--- src/rtl/nes_joypad_serializer.sv ---
// NES controller-port serializer: strobe reloads per-port shift registers, falling read clocks shift them out.
// Optional turbo auto-fire on A/B is compiled in with `define JOYPAD_TURBO_EN.
module nes_joypad_serializer #(
    parameter int NUM_PORTS    = 2,
    parameter int SHIFT_WIDTH  = 24,
    parameter bit FILL_BIT     = 1'b0,
    parameter int TURBO_PERIOD = 4
) (
    input  logic                   clk,
    input  logic                   reset,
    input  logic [2:0]             joypad_out,
    input  logic [NUM_PORTS-1:0]   joypad_clock,
    input  logic [31:0]            pad_buttons,
    input  logic                   four_score_en,
    input  logic [7:0]             turbo_mask,
    output logic [NUM_PORTS-1:0]   port_data,
    output logic [5*NUM_PORTS-1:0] read_count
);

    logic                   strobe;
    logic [NUM_PORTS-1:0]   jclk_prev_q;
    logic [NUM_PORTS-1:0]   fall;
    logic [31:0]            pads_eff;
    logic [SHIFT_WIDTH-1:0] load_word [NUM_PORTS];
    logic [SHIFT_WIDTH-1:0] shift_q   [NUM_PORTS];
    logic [SHIFT_WIDTH-1:0] shift_d   [NUM_PORTS];
    logic [4:0]             cnt_q     [NUM_PORTS];
    logic [4:0]             cnt_d     [NUM_PORTS];

    assign strobe = joypad_out[0];
    assign fall   = jclk_prev_q & ~joypad_clock;

`ifdef JOYPAD_TURBO_EN
    localparam int TW = (TURBO_PERIOD > 1) ? $clog2(TURBO_PERIOD) : 1;

    logic [TW-1:0] turbo_cnt_q;
    logic          turbo_phase_q;
    logic          strobe_prev_q;
    logic          unused_bits;

    assign unused_bits = ^joypad_out[2:1];

    always_ff @(posedge clk) begin
        if (reset) begin
            turbo_cnt_q   <= '0;
            turbo_phase_q <= 1'b0;
            strobe_prev_q <= 1'b0;
        end else begin
            strobe_prev_q <= strobe;
            if (strobe && !strobe_prev_q) begin
                if (turbo_cnt_q == TW'(TURBO_PERIOD - 1)) begin
                    turbo_cnt_q   <= '0;
                    turbo_phase_q <= ~turbo_phase_q;
                end else begin
                    turbo_cnt_q <= turbo_cnt_q + 1'b1;
                end
            end
        end
    end

    // Turbo-enabled A/B read as released during the low phase.
    always_comb begin
        pads_eff = pad_buttons;
        for (int n = 0; n < 4; n++) begin
            pads_eff[8*n +: 2] = pad_buttons[8*n +: 2] & ~(turbo_mask[2*n +: 2] & {2{~turbo_phase_q}});
        end
    end
`else
    logic unused_bits;

    assign unused_bits = ^{joypad_out[2:1], turbo_mask};
    assign pads_eff    = pad_buttons;
`endif

    always_comb begin
        for (int p = 0; p < NUM_PORTS; p++) begin
            load_word[p]      = '0;
            load_word[p][7:0] = pads_eff[8*p +: 8];
            if (four_score_en) begin
                if (NUM_PORTS == 2) begin
                    load_word[p][15:8] = pads_eff[8*(p+2) +: 8];
                end
                load_word[p][23:16] = (p == 0) ? 8'h08 : 8'h04;
            end
        end
    end

    // A read-clock edge wins over a simultaneous strobe reload.
    always_comb begin
        for (int p = 0; p < NUM_PORTS; p++) begin
            shift_d[p] = shift_q[p];
            cnt_d[p]   = cnt_q[p];
            if (fall[p]) begin
                shift_d[p] = {FILL_BIT, shift_q[p][SHIFT_WIDTH-1:1]};
                if (cnt_q[p] != 5'd31) begin
                    cnt_d[p] = cnt_q[p] + 5'd1;
                end
            end else if (strobe) begin
                shift_d[p] = load_word[p];
                cnt_d[p]   = 5'd0;
            end
        end
    end

    always_ff @(posedge clk) begin
        if (reset) begin
            jclk_prev_q <= '0;
            for (int p = 0; p < NUM_PORTS; p++) begin
                shift_q[p] <= '0;
                cnt_q[p]   <= '0;
            end
        end else begin
            jclk_prev_q <= joypad_clock;
            for (int p = 0; p < NUM_PORTS; p++) begin
                shift_q[p] <= shift_d[p];
                cnt_q[p]   <= cnt_d[p];
            end
        end
    end

    always_comb begin
        for (int p = 0; p < NUM_PORTS; p++) begin
            port_data[p]        = shift_q[p][0];
            read_count[5*p +: 5] = cnt_q[p];
        end
    end

endmodule

--- config.mk ---
export PLATFORM = sky130hd
export DESIGN_NAME = nes_joypad_serializer
export DESIGN_NICKNAME = d
export VERILOG_FILES = /design/src/rtl/nes_joypad_serializer.sv
export SDC_FILE = /design/constraint.sdc
export NUM_CORES = 1
export LEC_CHECK = 0
export ABC_CLOCK_PERIOD_IN_PS = 4710
export CAP_MARGIN = 10
export CORE_MARGIN = 2
export CORE_UTILIZATION = 40
export DETAILED_ROUTE_END_ITERATION = 16
export MAX_ROUTING_LAYER = met4
export PLACE_DENSITY = 0.69
export SLEW_MARGIN = 5
export SYNTH_ARGS = -nofsm -noshare
export SYNTH_HDL_FRONTEND = slang
export SYNTH_SLANG_ARGS = --single-unit
--- constraint.sdc ---
create_clock -name clk -period 4.71 [get_ports clk]
set_clock_uncertainty 0.2 [all_clocks]
set_input_delay 0.7065 -clock clk [delete_from_list [all_inputs] [get_ports clk]]
set_output_delay 0.7065 -clock clk [all_outputs]
set_load 0.05 [all_outputs]
==> impl_metrics.ini, run 1 <==
[run_status]
outcome = complete, no violations

[route]
wire_per_inst_um = 12.8
remaining_drc_errors = 0
drt-total-wl_mm = 4.70
drtIter0Drc = 126
postRouteAntennaNets = 0
num_vias = 1956
firstDrtPassIters = 4
via_per_inst = 5.34

[clock_tree]
cts_tree = yes
cts_buffers = 5
cts_sinks = 51
postCtsHoldBufs = 0
clk_pin_slew_ps = 100
cts-root-buf = clkbuf_8
post_cts_resize_count = 0
cts_setup_buffers = 0
cts_max_path_buffers = 2
insertion_delay_ps = 300
cts-htree-levels = 2

[critical_path]
end_kind = register
path_cells = clkdlybuf4s50_1 -> buf_4 -> clkinv_1 -> a32o_1
ff2ff_path_depth = 3
worst_setup_path_start_kind = primary input
crit_family = buffers and inverters
path_class = primary input to register
crit_path_max_fanout = 32
regToRegSetupSlack_ps = 2620
r2r-end = cnt_q[0][6]$_SDFFE_PP0P_
crit_cells = 4
crit-reg2reg-launch = jclk_prev_q[1]$_SDFF_PP0_
max_stage_delay_ps = 620
required_ps = 4710
cp_num_buf_inv = 3
slowest_stage = clkinv_1
cp.arrival_ps = 2610

[final_layout]
diodes = 0
stdcell_area_um2 = 2850
area_growth_pct = 24.1
nFillCells = 565
final_cell_mix = 51 x dfxtp_1, 48 x clkdlybuf4s50_1, 37 x a21oi_1
nets = 345
drive_gt1_share_pct = 4.08
final_common_cell = dfxtp_1

[yosys]
postSynthAreaPerCell_um2 = 8.83
yosysTopAreaCell = dfxtp_1
synth_cell_types = 28
yosysWarnings = 0
syn-cell-area_um2 = 2290
ys_seq_elements = 51
synth_area_leaders = dfxtp_1 44%, mux2i_1 9.6%, a21oi_1 8.1%
syn-instance-count = 260
yosys.area.top_type_share_pct = 44.5
syn_nets = 312
yosysSeqAreaShare_pct = 44.5

[placement]
placed_area_um2 = 2730
port_buffers = 49
dp_hpwl_mm = 3.08
place_congestion = 0.739

[floorplan]
rows = 27
die_h_um = 79.7
initial_core_util_pct = 41.4
die_w_um = 79.7
dieArea_um2 = 6360
coreArea_um2 = 5540
pin_count = 60

[timing]
max_freq_mhz = 383
rsz0062_at_grt = no
drv_slew = 0
finalSetupViolations = 0
finalHoldViolCount = 0
max_slew_margin_pct = 29.9
tns_ps = 0
min_period_ps = 2610
post-route-period-util_pct = 55.5
worstMarginPinSlew_ps = 1050

[grt]
grt.total_usage_pct = 15.5
grt_pass1_wl_mm = 7.62
overflow = 0
antenna_found_initial = 0
grt_start_max_net_pins = 38
grt_pass1_vias = 1712

[flow_run]
drv_cap = 0

[min_path]
min_path_type = register to register
holdPathStages = 2
hp-start = shift_q[0][18]$_SDFFE_PP0P_
hold_path_end = shift_q[0][17]$_SDFFE_PP0P_

[power_and_ir_drop]
cellLeakagePower_nw = 1.07
ir_drop_uv = 145
pwr_density_cell_nw_per_um2 = 312
==> worst max path at each step <==
stage                        startpoint                  endpoint  slack (ps)
2_1_floorplan  cnt_q[0][5]$_SDFFE_PP0P_  cnt_q[0][8]$_SDFFE_PP0P_        2660
3_5_place_dp                      reset  cnt_q[0][7]$_SDFFE_PP0P_        1750
3_3_place_gp                      reset  cnt_q[0][2]$_SDFFE_PP0P_        1780
5_1_grt                           reset  cnt_q[0][2]$_SDFFE_PP0P_        1920
4_1_cts                           reset  cnt_q[0][7]$_SDFFE_PP0P_        2080
6_report                          reset  cnt_q[0][7]$_SDFFE_PP0P_        2100
==> area by class of cell <==
class | instances | area, um^2 | share of cell area (%)
multi-input cells | 183 | 1120 | 39.4
clock buffers | 5 | 68.8 | 2.42
well taps | 72 | 90.1 | 3.16
repair buffers | 50 | 493 | 17.3
flip-flops and latches | 51 | 1020 | 35.9
inverters | 2 | 7.51 | 0.264
clock inverters | 3 | 46.3 | 1.63
==> where the power goes <==
group / internal [W] / switching (W) / leakage (nW)
Combinational: 0.0000572 / 0.0000586 / 0.594
Sequential: 0.000453 / 0.0000110 / 0.418
Clock: 0.000160 / 0.000149 / 0.0548
Total: 0.000670 / 0.000219 / 1.07
==> worst min-delay path: cells and delay by family, from the launching register on <==
family / cells / cell delay [ps]
AOI/OAI and AO/OA: 1 / 50
DFF: 1 / 320
and+or+nand+nor: 1 / 50
==> cell families (layout without fill, tap and decap cells) <==
kind of cell | Yosys count | in the layout | synth area share [%]
adders and majority gates | 4 | 4 | 2.18
DFF | 51 | 51 | 44.5
AOI/OAI and AO/OA | 79 | 79 | 19.8
buffers and inverters | 26 | 60 | 6.65
muxes | 22 | 22 | 9.60
and+or+nand+nor | 78 | 78 | 17.2
==> cell usage after synthesis <==
library cell  count
mux2i_1          22
and2b_1           1
nor3b_1           4
buf_6             2
o21ai_0          21
and3_1            2
ha_1              4
clkinv_1          1
a31oi_1           2
inv_1             1
nand2_1          11
buf_2             5
clkbuf_1          7
a32o_1            2
a211oi_2          1
nor2b_1           5
nand2b_4          1
nor2_1           18
dfxtp_1          51
nand2b_1          1
nand3_1          29
nor3_1            2
or3_1             2
a211oi_1         16
nand4b_1          2
buf_1             1
a21oi_1          37
buf_4             9
==> state kept, by name, summed over array words and instances, names as in the netlist <==
register     count
jclk_prev_q      2
shift_q         39
cnt_q           10
==> layer usage <==
metal | GRT usage (%) | vias to the layer above | routed length [um]
met5 | - | - | 0
met4 | 5.59 | 0 | 69
met3 | 3.62 | 7 | 283
met2 | 25.5 | 46 | 2160
met1 | 18.6 | 906 | 2190
li1 | - | 997 | -
==> through the flow <==
step	worst slack, ps	instances	hold slack (ps)	total power, W	util (%)
CTS	2080	366	252	0.000899	51.4
floorplan	2660	260	231	0.000548	-
global placement	1780	358	241	0.000588	49.3
global route	1920	366	263	0.000929	51.4
finish	2100	366	249	0.000889	51.4
detailed placement	1750	358	251	0.000590	49.3
Note: power is estimated with default switching activity, not from simulation.
==> run 2, diff against run 1 <==
- ABC_CLOCK_PERIOD_IN_PS: 4710 -> 2400
- PLACE_DENSITY: 0.69 -> 0.71
- clock period: 4.71 -> 2.4 ns (I/O delays scaled with it)
==> impl_metrics.ini, run 2 (synthesized netlist as in run 1, its figures left out) <==
[final_layout]
nFillCells = 548
stdcell_area_um2 = 2890
seq_area_um2 = 1020
regMostFlops = shift_q
diodes = 0
final_common_cell = dfxtp_1
top_regs = shift_q (39), cnt_q (10), jclk_prev_q (2)
final_cell_mix = 51 x dfxtp_1, 48 x clkdlybuf4s50_1, 37 x a21oi_1
multi_input_area_um2 = 1120
area_growth_pct = 26.0
final_util_pct = 52.2
drive_gt1_share_pct = 6.00
largest_reg_flops = 39
nets = 352

[route]
drtIter0Drc = 98
drt-total-wl_mm = 4.68
via_per_inst = 5.31
remaining_drc_errors = 0
num_vias = 1975
postRouteAntennaNets = 0
wire_per_inst_um = 12.6
firstDrtPassIters = 4

[grt]
grt_pass1_wl_mm = 7.94
overflow = 0
use_met2_pct = 24.4
grt_pass1_vias = 1809
antenna_found_initial = 0
grt.total_usage_pct = 16.0
grt_busiest_layer = met2
use_met1_pct = 21.0
gr-usage-met3_pct = 3.96
grt_start_max_net_pins = 37

[floorplan]
pin_count = 60
initial_core_util_pct = 41.4
dieArea_um2 = 6360
coreArea_um2 = 5540
rows = 27
die_h_um = 79.7
die_w_um = 79.7

[min_path]
hold_path_end = shift_q[0][16]$_SDFFE_PP0P_
min_path_type = register to register
hp-start = shift_q[0][17]$_SDFFE_PP0P_
holdPathStages = 2

[clock_tree]
cts_setup_buffers = 0
cts-root-buf = clkbuf_8
cts_sinks = 51
cts_tree = yes
cts-htree-levels = 2
insertion_delay_ps = 290
postCtsHoldBufs = 0
cts_max_path_buffers = 2
clk_pin_slew_ps = 90
post_cts_resize_count = 0
cts_buffers = 5

[critical_path]
slowest_stage = clkdlybuf4s50_1
max_stage_delay_ps = 830
crit_path_max_fanout = 5
end_kind = output pin
cp.arrival_ps = 1540
cp_num_buf_inv = 1
path_class = register to output pin
path_cells = clkdlybuf4s50_1
ff2ff_path_depth = 6
crit_family = buffers and inverters
worst_setup_path_start_kind = register
r2r-end = cnt_q[0][5]$_SDFFE_PP0P_
required_ps = 1840
regToRegSetupSlack_ps = 400
crit-reg2reg-launch = cnt_q[0][5]$_SDFFE_PP0P_

[timing]
max_freq_mhz = 476
worst_slack_ps = 297
finalHoldViolCount = 0
max_slew_margin_pct = 57.8
tns_ps = 0
min_period_ps = 2100
worstMarginPinSlew_ps = 631
finalSetupViolations = 0
drv_slew = 0
post-route-period-util_pct = 87.6
rsz0062_at_grt = no

[run_status]
outcome = complete, no violations

[power_and_ir_drop]
power_frac_seq_pct = 53.0
swShare_pct = 23.7
p_int_w = 0.00131
clkPwrFrac_pct = 33.4
p_sw_w = 0.000407
ir_drop_uv = 225
cellLeakagePower_nw = 1.10
pwr_density_cell_nw_per_um2 = 594
comb_power_share_pct = 13.6

[placement]
placed_area_um2 = 2790
dpl_worst_slack_ps = 425
dp_hpwl_mm = 3.17
place_congestion = 0.810
port_buffers = 49

[flow_run]
drv_cap = 0
==> run 2: metal layers <==
layer	part of all wire (%)	wire length (um)
met5	0	0
met4	0.62	29
met3	5.8	272
met2	44	2080
met1	49	2300
==> run 2: final cells by class <==
cell class                 instances  area share, %
clock buffer                       5           2.38
clock inverter                     2           1.30
inverter                           2          0.260
multi-input combinational        183           38.8
sequential                        51           35.3
tap                               72           3.12
timing repair buffer              57           18.9
==> run 2: worst register-to-register path: stages (launching register included) <==
cell and delay (ps):
dfxtp_1 360, ha_1 230, and3_1 180, ha_1 220
nor3b_1 440, nor2_1 100, a211oi_2 190
==> run 2: worst max-delay path by stage <==
stage                             start                  endpoint  slack (ps)  depth (start not counted)
2_1_floorplan  cnt_q[0][5]$_SDFFE_PP0P_  cnt_q[0][8]$_SDFFE_PP0P_         350                          6
6_report       cnt_q[0][5]$_SDFFE_PP0P_             read_count[5]         300                          1
4_1_cts        cnt_q[0][5]$_SDFFE_PP0P_             read_count[5]         280                          1
3_5_place_dp            joypad_clock[1]  cnt_q[0][6]$_SDFFE_PP0P_         430                          4
5_1_grt        cnt_q[0][5]$_SDFFE_PP0P_  cnt_q[0][5]$_SDFFE_PP0P_         220                          6
3_3_place_gp            joypad_clock[1]  cnt_q[0][6]$_SDFFE_PP0P_         440                          4
==> run 2: power by group through the flow <==
stage	Clock (W)	Combinational [W]	Sequential (W)
6_report	0.000574	0.000234	0.000911
5_1_grt	0.000630	0.000260	0.000917
4_1_cts	0.000598	0.000237	0.000910
3_5_place_dp	0	0.000235	0.000930
3_3_place_gp	0	0.000232	0.000929
2_1_floorplan	0	0.000143	0.000932
==> run 2: through the flow <==
| stage | hold WS (ps) | power [W] | std cells |
|---|---|---|---|
| CTS | 261 | 0.00174 | 372 |
| detailed placement | 250 | 0.00117 | 365 |
| finish | 258 | 0.00172 | 372 |
| floorplan | 231 | 0.00107 | 260 |
| global placement | 243 | 0.00116 | 365 |
| global route | 276 | 0.00181 | 372 |
==> run 3, diff against run 2 <==
- CORE_UTILIZATION: 40 -> 35
- PLACE_DENSITY: 0.71 -> 0.64
==> impl_metrics.ini, run 3 (synthesized netlist as in run 1, its figures left out) <==
[run_status]
outcome = complete, no violations

[clock_tree]
cts_tree = yes
post_cts_resize_count = 0
cts_max_path_buffers = 2
cts-root-buf = clkbuf_8
insertion_delay_ps = 290
cts_sinks = 51
cts_setup_buffers = 0
postCtsHoldBufs = 0
cts_buffers = 5
cts-htree-levels = 2
clk_pin_slew_ps = 90

[critical_path]
crit_family = buffers and inverters
cp.arrival_ps = 1530
worst_setup_path_start_kind = register
path_class = register to output pin
required_ps = 1840
crit_path_max_fanout = 5
max_stage_delay_ps = 830
slowest_stage = clkdlybuf4s50_1
cp_num_buf_inv = 1
crit-reg2reg-launch = cnt_q[0][5]$_SDFFE_PP0P_
cp-startpoint = cnt_q[0][5]$_SDFFE_PP0P_
end_kind = output pin
path_cells = clkdlybuf4s50_1

[timing]
worstMarginPinSlew_ps = 632
min_period_ps = 2090
max_freq_mhz = 477
drv_slew = 0
rsz0062_at_grt = no
tns_ps = 0
max_slew_margin_pct = 57.7
post-route-period-util_pct = 87.3
finalSetupViolations = 0
finalHoldViolCount = 0

[placement]
place_congestion = 0.798
dp_hpwl_mm = 3.22
port_buffers = 49

[route]
num_vias = 1946
postRouteAntennaNets = 0
drtIter0Drc = 92
via_per_inst = 5.16
wire_per_inst_um = 12.6
remaining_drc_errors = 0
firstDrtPassIters = 4
drt-total-wl_mm = 4.74

[floorplan]
die_w_um = 85.0
pin_count = 60
initial_core_util_pct = 36.1
dieArea_um2 = 7220
die_h_um = 85.0
rows = 29
coreArea_um2 = 6350

[grt]
antenna_found_initial = 0
grt.total_usage_pct = 13.5
overflow = 0
grt_start_max_net_pins = 37
grt_pass1_vias = 1800
grt_pass1_wl_mm = 7.94

[min_path]
hp-start = shift_q[0][42]$_SDFFE_PP0P_
min_path_type = register to register

[final_layout]
drive_gt1_share_pct = 6.00
nets = 352
nFillCells = 600
final_cell_mix = 51 x dfxtp_1, 48 x clkdlybuf4s50_1, 37 x a21oi_1
final_common_cell = dfxtp_1
regMostFlops = shift_q
top_regs = shift_q (39), cnt_q (10), jclk_prev_q (2)
largest_reg_flops = 39
final_util_pct = 45.6
diodes = 0
area_growth_pct = 26.3

[power_and_ir_drop]
pwr_density_cell_nw_per_um2 = 592
cellLeakagePower_nw = 1.10
ir_drop_uv = 302

[flow_run]
drv_cap = 0
==> run 3: cell counts in the layout (fill, tap and decap cells not counted) <==
No cell type changed its count.
==> run 3: final cells by class <==
class | instances | area, um^2 | area share (%)
clock inverter | 2 | 37.5 | 1.30
multi-input combinational | 183 | 1120 | 38.7
tap | 77 | 96.3 | 3.32
inverter | 2 | 7.51 | 0.259
sequential | 51 | 1020 | 35.2
timing repair buffer | 57 | 546 | 18.8
clock buffer | 5 | 68.8 | 2.37
==> run 3: per-layer routing <==
metal  track usage (%)  up-vias  routed length [um]
met5                 -        -                   0
met4              2.74        0                  25
met3              3.11        2                 189
met2              21.6       37                2160
met1              17.5      893                2370
li1                  -     1014                   -
==> run 3: metrics by stage <==
step | instances | hold WS [ps] | total power, W | worst slack [ps] | area (um^2)
after floorplan | 260 | 231 | 0.00107 | 347 | 2290
after global placement | 370 | 242 | 0.00116 | 435 | 2790
after detailed placement | 370 | 252 | 0.00117 | 413 | 2790
after CTS | 377 | 262 | 0.00174 | 281 | 2900
after global routing | 377 | 290 | 0.00180 | 247 | 2900
final | 377 | 253 | 0.00172 | 305 | 2900
==> run 3: final timing paths <==
path              depth (start not counted)  slack, ps                          end
hold reg to reg                           2        250  shift_q[0][41]$_SDFFE_PP0P_
setup reg to reg                          6        440     cnt_q[0][5]$_SDFFE_PP0P_
hold / removal                            2        250  shift_q[0][41]$_SDFFE_PP0P_
setup / recovery                          1        310                read_count[5]
==> run 3: report_power, final <==
group          internal (W)  total [W]  switching, W
sequential         0.000889   0.000911     0.0000217
combinational      0.000118   0.000234      0.000116
clock              0.000305   0.000572      0.000267
==> run 3: worst register-to-register path, delay by kind of cell, from the launching register on <==
kind | cells | cell delay (ps)
compound gates | 1 | 200
flops | 1 | 360
simple gates | 3 | 690
fa+ha+maj | 2 | 440
